===== config.mk =====
export PLATFORM = sky130hd
export DESIGN_NAME = fb_read_sched
export DESIGN_NICKNAME = d
export VERILOG_FILES = /design/src/rtl/fb_read_sched.sv
export SDC_FILE = /design/constraint.sdc
export NUM_CORES = 1
export LEC_CHECK = 0
export BUFFER_PORTS_ARGS = -buffer_cell sky130_fd_sc_hd__buf_2
export CORE_MARGIN = 10
export CORE_UTILIZATION = 50
export DETAILED_ROUTE_END_ITERATION = 10
export GPL_ROUTABILITY_DRIVEN = 0
export GPL_TIMING_DRIVEN = 0
export PLACE_DENSITY_LB_ADDON = 0.2
export RECOVER_POWER = 50
export SLEW_MARGIN = 20
export SYNTH_ARGS = -nofsm -noshare
export SYNTH_HDL_FRONTEND = slang
export SYNTH_SLANG_ARGS = --single-unit

===== constraint.sdc =====
create_clock -name clk -period 6.1 [get_ports clk]
set_input_delay 1.83 -clock clk [delete_from_list [all_inputs] [get_ports clk]]
set_output_delay 1.83 -clock clk [all_outputs]
set_load 0.01 [all_outputs]

===== src/rtl/fb_read_sched.sv =====
// Frame-buffer read scheduler: one frame per accepted trigger, issuing info, capped
// image chunks and statistics requests on an aval/ardy handshake inside an fval envelope.
module fb_read_sched #(
  parameter int FRAME_BYTE_ADDR_WD = 27,
  parameter int INFO_SIZE          = 256,
  parameter int STATIS_SIZE        = 256,
  parameter int STATIS_VALID       = 1,
  parameter int MAX_REQ_LEN        = 4096,
  parameter int FVAL_LEAD          = 2,
  parameter int FVAL_TAIL          = 4
) (
  input  logic                          clk,
  input  logic                          reset,
  input  logic                          i_stream_enable,
  input  logic                          i_frame_start,
  input  logic [FRAME_BYTE_ADDR_WD-1:0] iv_frame_base_addr,
  input  logic [FRAME_BYTE_ADDR_WD-1:0] iv_image_size,
  input  logic                          i_ardy,
  output logic                          o_fval,
  output logic                          o_aval,
  output logic                          o_info_flag,
  output logic                          o_image_flag,
  output logic                          o_statis_flag,
  output logic [FRAME_BYTE_ADDR_WD-1:0] ov_rd_addr,
  output logic [FRAME_BYTE_ADDR_WD-1:0] ov_rd_length,
  output logic                          o_busy,
  output logic                          o_frame_done,
  output logic                          o_start_drop
);

  localparam int AW = FRAME_BYTE_ADDR_WD;
  localparam logic [AW-1:0] INFO_LEN   = AW'(INFO_SIZE);
  localparam logic [AW-1:0] STATIS_LEN = AW'(STATIS_SIZE);
  localparam logic [AW-1:0] MAX_LEN    = AW'(MAX_REQ_LEN);
  localparam logic [15:0]   LEAD_LAST  = 16'(FVAL_LEAD - 1);
  localparam logic [15:0]   TAIL_LAST  = 16'(FVAL_TAIL - 1);

  typedef enum logic [2:0] {IDLE, LEAD, INFO, IMAGE, STATIS, TAIL} state_t;

  state_t        state;
  logic [15:0]   cnt;
  logic [AW-1:0] base;
  logic [AW-1:0] img_size;
  logic [AW-1:0] remaining;

  function automatic logic [AW-1:0] chunk_len(input logic [AW-1:0] rem);
    return (rem > MAX_LEN) ? MAX_LEN : rem;
  endfunction

  // The frame_done cycle still belongs to the finishing frame, so a start there is dropped.
  logic          start_ok;
  logic          xfer;
  logic [AW-1:0] rem_next;
  logic [AW-1:0] statis_addr;
  assign start_ok    = i_frame_start && i_stream_enable && (state == IDLE) && !o_frame_done;
  assign xfer        = o_aval && i_ardy;
  assign rem_next    = remaining - ov_rd_length;
  assign statis_addr = base + INFO_LEN + img_size;

  always_ff @(posedge clk) begin
    if (reset) begin
      state         <= IDLE;
      cnt           <= '0;
      remaining     <= '0;
      o_fval        <= 1'b0;
      o_aval        <= 1'b0;
      o_info_flag   <= 1'b0;
      o_image_flag  <= 1'b0;
      o_statis_flag <= 1'b0;
      ov_rd_addr    <= '0;
      ov_rd_length  <= '0;
      o_busy        <= 1'b0;
      o_frame_done  <= 1'b0;
      o_start_drop  <= 1'b0;
    end else begin
      o_start_drop <= i_frame_start && !start_ok;
      o_frame_done <= 1'b0;
      case (state)
        IDLE: begin
          if (start_ok) begin
            base     <= iv_frame_base_addr;
            img_size <= iv_image_size;
            o_fval   <= 1'b1;
            o_busy   <= 1'b1;
            cnt      <= '0;
            state    <= LEAD;
          end
        end
        LEAD: begin
          if (cnt == LEAD_LAST) begin
            cnt          <= '0;
            state        <= INFO;
            o_aval       <= 1'b1;
            o_info_flag  <= 1'b1;
            ov_rd_addr   <= base;
            ov_rd_length <= INFO_LEN;
          end else begin
            cnt <= cnt + 16'd1;
          end
        end
        INFO: begin
          if (xfer) begin
            o_info_flag <= 1'b0;
            if (img_size != '0) begin
              state        <= IMAGE;
              o_image_flag <= 1'b1;
              ov_rd_addr   <= base + INFO_LEN;
              ov_rd_length <= chunk_len(img_size);
              remaining    <= img_size;
            end else if (STATIS_VALID != 0) begin
              state         <= STATIS;
              o_statis_flag <= 1'b1;
              ov_rd_addr    <= statis_addr;
              ov_rd_length  <= STATIS_LEN;
            end else begin
              state  <= TAIL;
              o_aval <= 1'b0;
              cnt    <= '0;
            end
          end
        end
        IMAGE: begin
          if (xfer) begin
            remaining <= rem_next;
            if (rem_next != '0) begin
              ov_rd_addr   <= ov_rd_addr + ov_rd_length;
              ov_rd_length <= chunk_len(rem_next);
            end else begin
              o_image_flag <= 1'b0;
              if (STATIS_VALID != 0) begin
                state         <= STATIS;
                o_statis_flag <= 1'b1;
                ov_rd_addr    <= statis_addr;
                ov_rd_length  <= STATIS_LEN;
              end else begin
                state  <= TAIL;
                o_aval <= 1'b0;
                cnt    <= '0;
              end
            end
          end
        end
        STATIS: begin
          if (xfer) begin
            o_statis_flag <= 1'b0;
            o_aval        <= 1'b0;
            cnt           <= '0;
            state         <= TAIL;
          end
        end
        TAIL: begin
          if (cnt == TAIL_LAST) begin
            cnt          <= '0;
            o_fval       <= 1'b0;
            o_busy       <= 1'b0;
            o_frame_done <= 1'b1;
            state        <= IDLE;
          end else begin
            cnt <= cnt + 16'd1;
          end
        end
        default: state <= IDLE;
      endcase
    end
  end

endmodule


==> flow_metrics.py <==
metrics = {
    "route": {
        "vias": 11818,
        "finalWirelength_mm": 41.3,
        "drt_iter0_drc": 1506,
        "routedWlPerCell_um": 22.2,
        "avgViaCountPerCell": 6.35,
        "ant_nets": 0,
        "dr.pass1.iters": 9,
        "drc_errors": 0,
    },
    "setup_path": {
        "crit_fanout": 10,
        "critPathKind": "reg2reg",
        "worstPathRequired_ns": 6.43,
        "critPathSlowestCell": "nor4b_1",
        "end_kind": "flip-flop",
        "cpPeakStageDelay_ns": 0.76,
        "cp_cell_sequence": "inv_1 > ha_1 > clkbuf_1 > nand4_1 > nor2_1 > nor4b_1 > or2_2 > o211ai_1 > o2111ai_1 > nor4_4 > nor2_1 > clkbuf_1 > nand2_1 > a311oi_1",
        "start_kind": "flip-flop",
        "cp.arrival_ns": 5.15,
    },
    "floorplan": {
        "die_w_um": 172,
        "rows": 55,
        "start_util_pct": 51.0,
        "core_um2": 22700,
        "ios": 121,
        "die_y_um": 172,
        "dieArea_um2": 29600,
    },
    "yosys": {
        "synth_cell_types": 80,
        "ys.flop_type": "dfxtp_1",
        "syn_area_um2": 11600,
        "synthCells": 1424,
        "ys_ff_latch": 161,
        "synthMuxAreaShare_pct": 1.43,
        "synthSimpleGateAreaFrac_pct": 20.8,
        "synthAdderAreaFrac_pct": 9.27,
        "synth_top_family_by_area": "compound AO/OA/AOI/OAI gates",
        "synth-edff-count": 54,
        "syn_area_per_cell_um2": 8.13,
        "synthXorXnorAreaFrac_pct": 6.35,
        "yosysWarnings": 0,
        "async_flop_share_pct": 0,
        "synth_compound_area_share_pct": 25.4,
        "synth.net_count": 1567,
        "ys_seq_area_share_pct": 32.5,
    },
    "global_route": {
        "grt.total_usage_pct": 27.5,
        "grt_pass1_vias": 11099,
        "antenna_found_initial": 0,
        "grt_remaining_overflow": 0,
        "grt_pass1_wl_mm": 62.4,
        "grt_start_max_net_pins": 32,
    },
    "power_and_ir_drop": {
        "p_per_area_nw_per_um2": 204,
        "p_switching_mw": 0.793,
        "peakVddDrop_mv": 0.153,
        "finalPower_mw": 2.67,
        "clkPwrFrac_pct": 40.6,
        "p_int_mw": 1.87,
        "p_sw_share_pct": 29.7,
        "combPwrFrac_pct": 15.7,
        "seqPwrFrac_pct": 43.7,
        "leakage_nw": 5.15,
    },
    "cts": {
        "cts_resized": 0,
        "clk_path_buf_depth": 2,
        "clock-sinks": 161,
        "ctsHoldBuffers": 0,
        "htree_levels": 4,
        "clk_pin_slew_ns": 0.07,
        "cts_tree": "yes",
        "cts_root_buffer": "clkbuf_16",
        "cts_buffers": 17,
        "cts_setup_buffers": 0,
        "clock_latency_ns": 0.44,
    },
    "status": {
        "violations": "max-capacitance violations, max-slew violations",
        "status": "finished, violations left",
    },
    "timing": {
        "rsz0062_at_grt": "no",
        "period_minus_slack_ns": 4.82,
        "setup_viol": 0,
        "min_period_over_period_pct": 78.9,
        "tightestPinTransition_ns": 2.08,
        "finalMaxSlewViolations": 24,
        "final_hold_viol_count": 0,
        "slew_headroom_pct": -39.5,
        "fmax_mhz": 208,
        "skew_ns": 0.0104,
        "whs_ns": 0.460,
    },
    "final_layout": {
        "diodes": 0,
        "finalInstanceArea_um2": 13100,
        "stdcell_count": 1861,
        "layout_common_cells": "nor2_1 (151), nand2_1 (145), clkbuf_1 (125)",
        "layout-drive-gt1-share_pct": 7.55,
        "num-fill-cells": 2177,
        "syn_to_final_growth_pct": 12.8,
        "final_common_cell": "nor2_1",
        "finalNetCount": 1706,
    },
    "hold_path": {
        "worstHoldPathType": "reg2reg",
    },
    "placed_design": {
        "port_buffers": 119,
        "dp_cells": 1829,
        "postPlaceCellArea_um2": 12600,
        "dp_hpwl_mm": 32.3,
    },
    "run": {
        "maxCapViolations": 1,
    },
}
[power by group through the flow]
stage / clock network [mW] / registers [mW] / logic [mW]
CTS: 1.08 / 1.16 / 0.409
floorplan: 0 / 1.18 / 0.279
global placement: 0 / 1.19 / 0.399
detailed placement: 0 / 1.19 / 0.406
global route: 1.13 / 1.17 / 0.447
finish: 1.08 / 1.17 / 0.418
[cell usage after synthesis, types with 11 or more instances]
| cell | number | share of area [%] |
|---|---|---|
| inv_1 | 62 | 2.0 |
| a221oi_1 | 17 | 1.3 |
| nor3_1 | 49 | 2.1 |
| o21a_1 | 15 | 0.97 |
| or3_1 | 11 | 0.59 |
| o211ai_1 | 25 | 1.6 |
| nor2_1 | 151 | 4.9 |
| nand3_1 | 36 | 1.6 |
| a31oi_1 | 13 | 0.70 |
| a211oi_1 | 27 | 1.8 |
| o21ai_0 | 76 | 3.3 |
| o21bai_1 | 11 | 0.71 |
| edfxtp_1 | 54 | 14 |
| and3_1 | 18 | 0.97 |
| nand2b_1 | 16 | 0.86 |
| mux2i_1 | 12 | 1.0 |
| nand2_1 | 145 | 4.7 |
| a21o_1 | 35 | 2.3 |
| nor4_1 | 12 | 0.65 |
| a22oi_1 | 14 | 0.91 |
| ha_1 | 81 | 8.8 |
| xor2_1 | 38 | 2.9 |
| a21oi_1 | 123 | 5.3 |
| xnor2_1 | 46 | 3.5 |
| clkbuf_1 | 60 | 1.9 |
| a311oi_1 | 21 | 1.6 |
| nand4_1 | 18 | 0.97 |
| dfxtp_1 | 107 | 19 |
[cells by family (layout without fill, tap and decap cells)]
| family | after synthesis | after routing |
|---|---|---|
| XOR/XNOR | 84 | 84 |
| adder cells (fa/ha/maj) | 84 | 84 |
| AND/OR/NAND/NOR | 508 | 508 |
| AO/OA/AOI/OAI | 443 | 443 |
| buffers and inverters | 128 | 280 |
| multiplexers | 16 | 16 |
| flip-flops | 161 | 161 |
[metrics by stage]
stage          util (%)  setup TNS, ns  setup WS (ns)
2_1_floorplan         -              0          0.969
6_report           57.5              0           1.28
3_3_place_gp       55.2         -10.07         -0.195
5_1_grt            57.5              0           1.06
3_5_place_dp       55.3              0           1.54
4_1_cts            57.9              0           1.51
[metal layers]
layer  track usage [%]  up-vias  wire length (um)
met1              35.1     5443             17100
met2              41.0      690             16900
met4              11.8        0              1920
met3              9.85      125              5380
li1                  -     5560                 -
met5                 0        -                 0
[flip-flops by register name, indices dropped and copies added (netlist names)]
| register | count |
|---|---|
| base | 27 |
| cnt | 16 |
| img_size | 27 |
| o_aval | 1 |
| o_busy | 1 |
| o_frame_done | 1 |
| o_image_flag | 1 |
| o_info_flag | 1 |
| o_start_drop | 1 |
| o_statis_flag | 1 |
| ov_rd_addr | 27 |
| ov_rd_length | 27 |
| remaining | 27 |
| state | 3 |
[path summary, 6_finish.rpt]
check	from	end	slack, ns	depth (start not counted)
hold / removal	remaining[2]$_SDFFE_PP0P_	remaining[2]$_SDFFE_PP0P_	0.46	2
setup reg to reg	ov_rd_length[13]$_SDFFE_PP0P_	ov_rd_addr[23]$_SDFFE_PP0P_	1.28	14
hold reg to reg	remaining[2]$_SDFFE_PP0P_	remaining[2]$_SDFFE_PP0P_	0.46	2
setup / recovery	ov_rd_length[13]$_SDFFE_PP0P_	ov_rd_addr[23]$_SDFFE_PP0P_	1.28	14
[area by class of cell]
cell class                      count  area, um^2  area share, %
Inverter                           62         233           1.78
Multi-Input combinational cell   1135        7330           56.1
Clock buffer                       18         439           3.36
Buffer                             66         258           1.97
Timing Repair Buffer              120         536           4.10
Sequential cell                   161        3760           28.8
Clock inverter                     14         149           1.14
Tap cell                          285         357           2.73
[worst max-delay path, delay by kind of cell, from the launching register on]
family	cells	cell delay, ns
and+or+nand+nor	7	2.26
AOI/OAI and AO/OA	3	0.76
DFF	1	0.41
adders and majority gates	1	0.31
buffers and inverters	3	0.98
(Power assumes the default switching activity.)
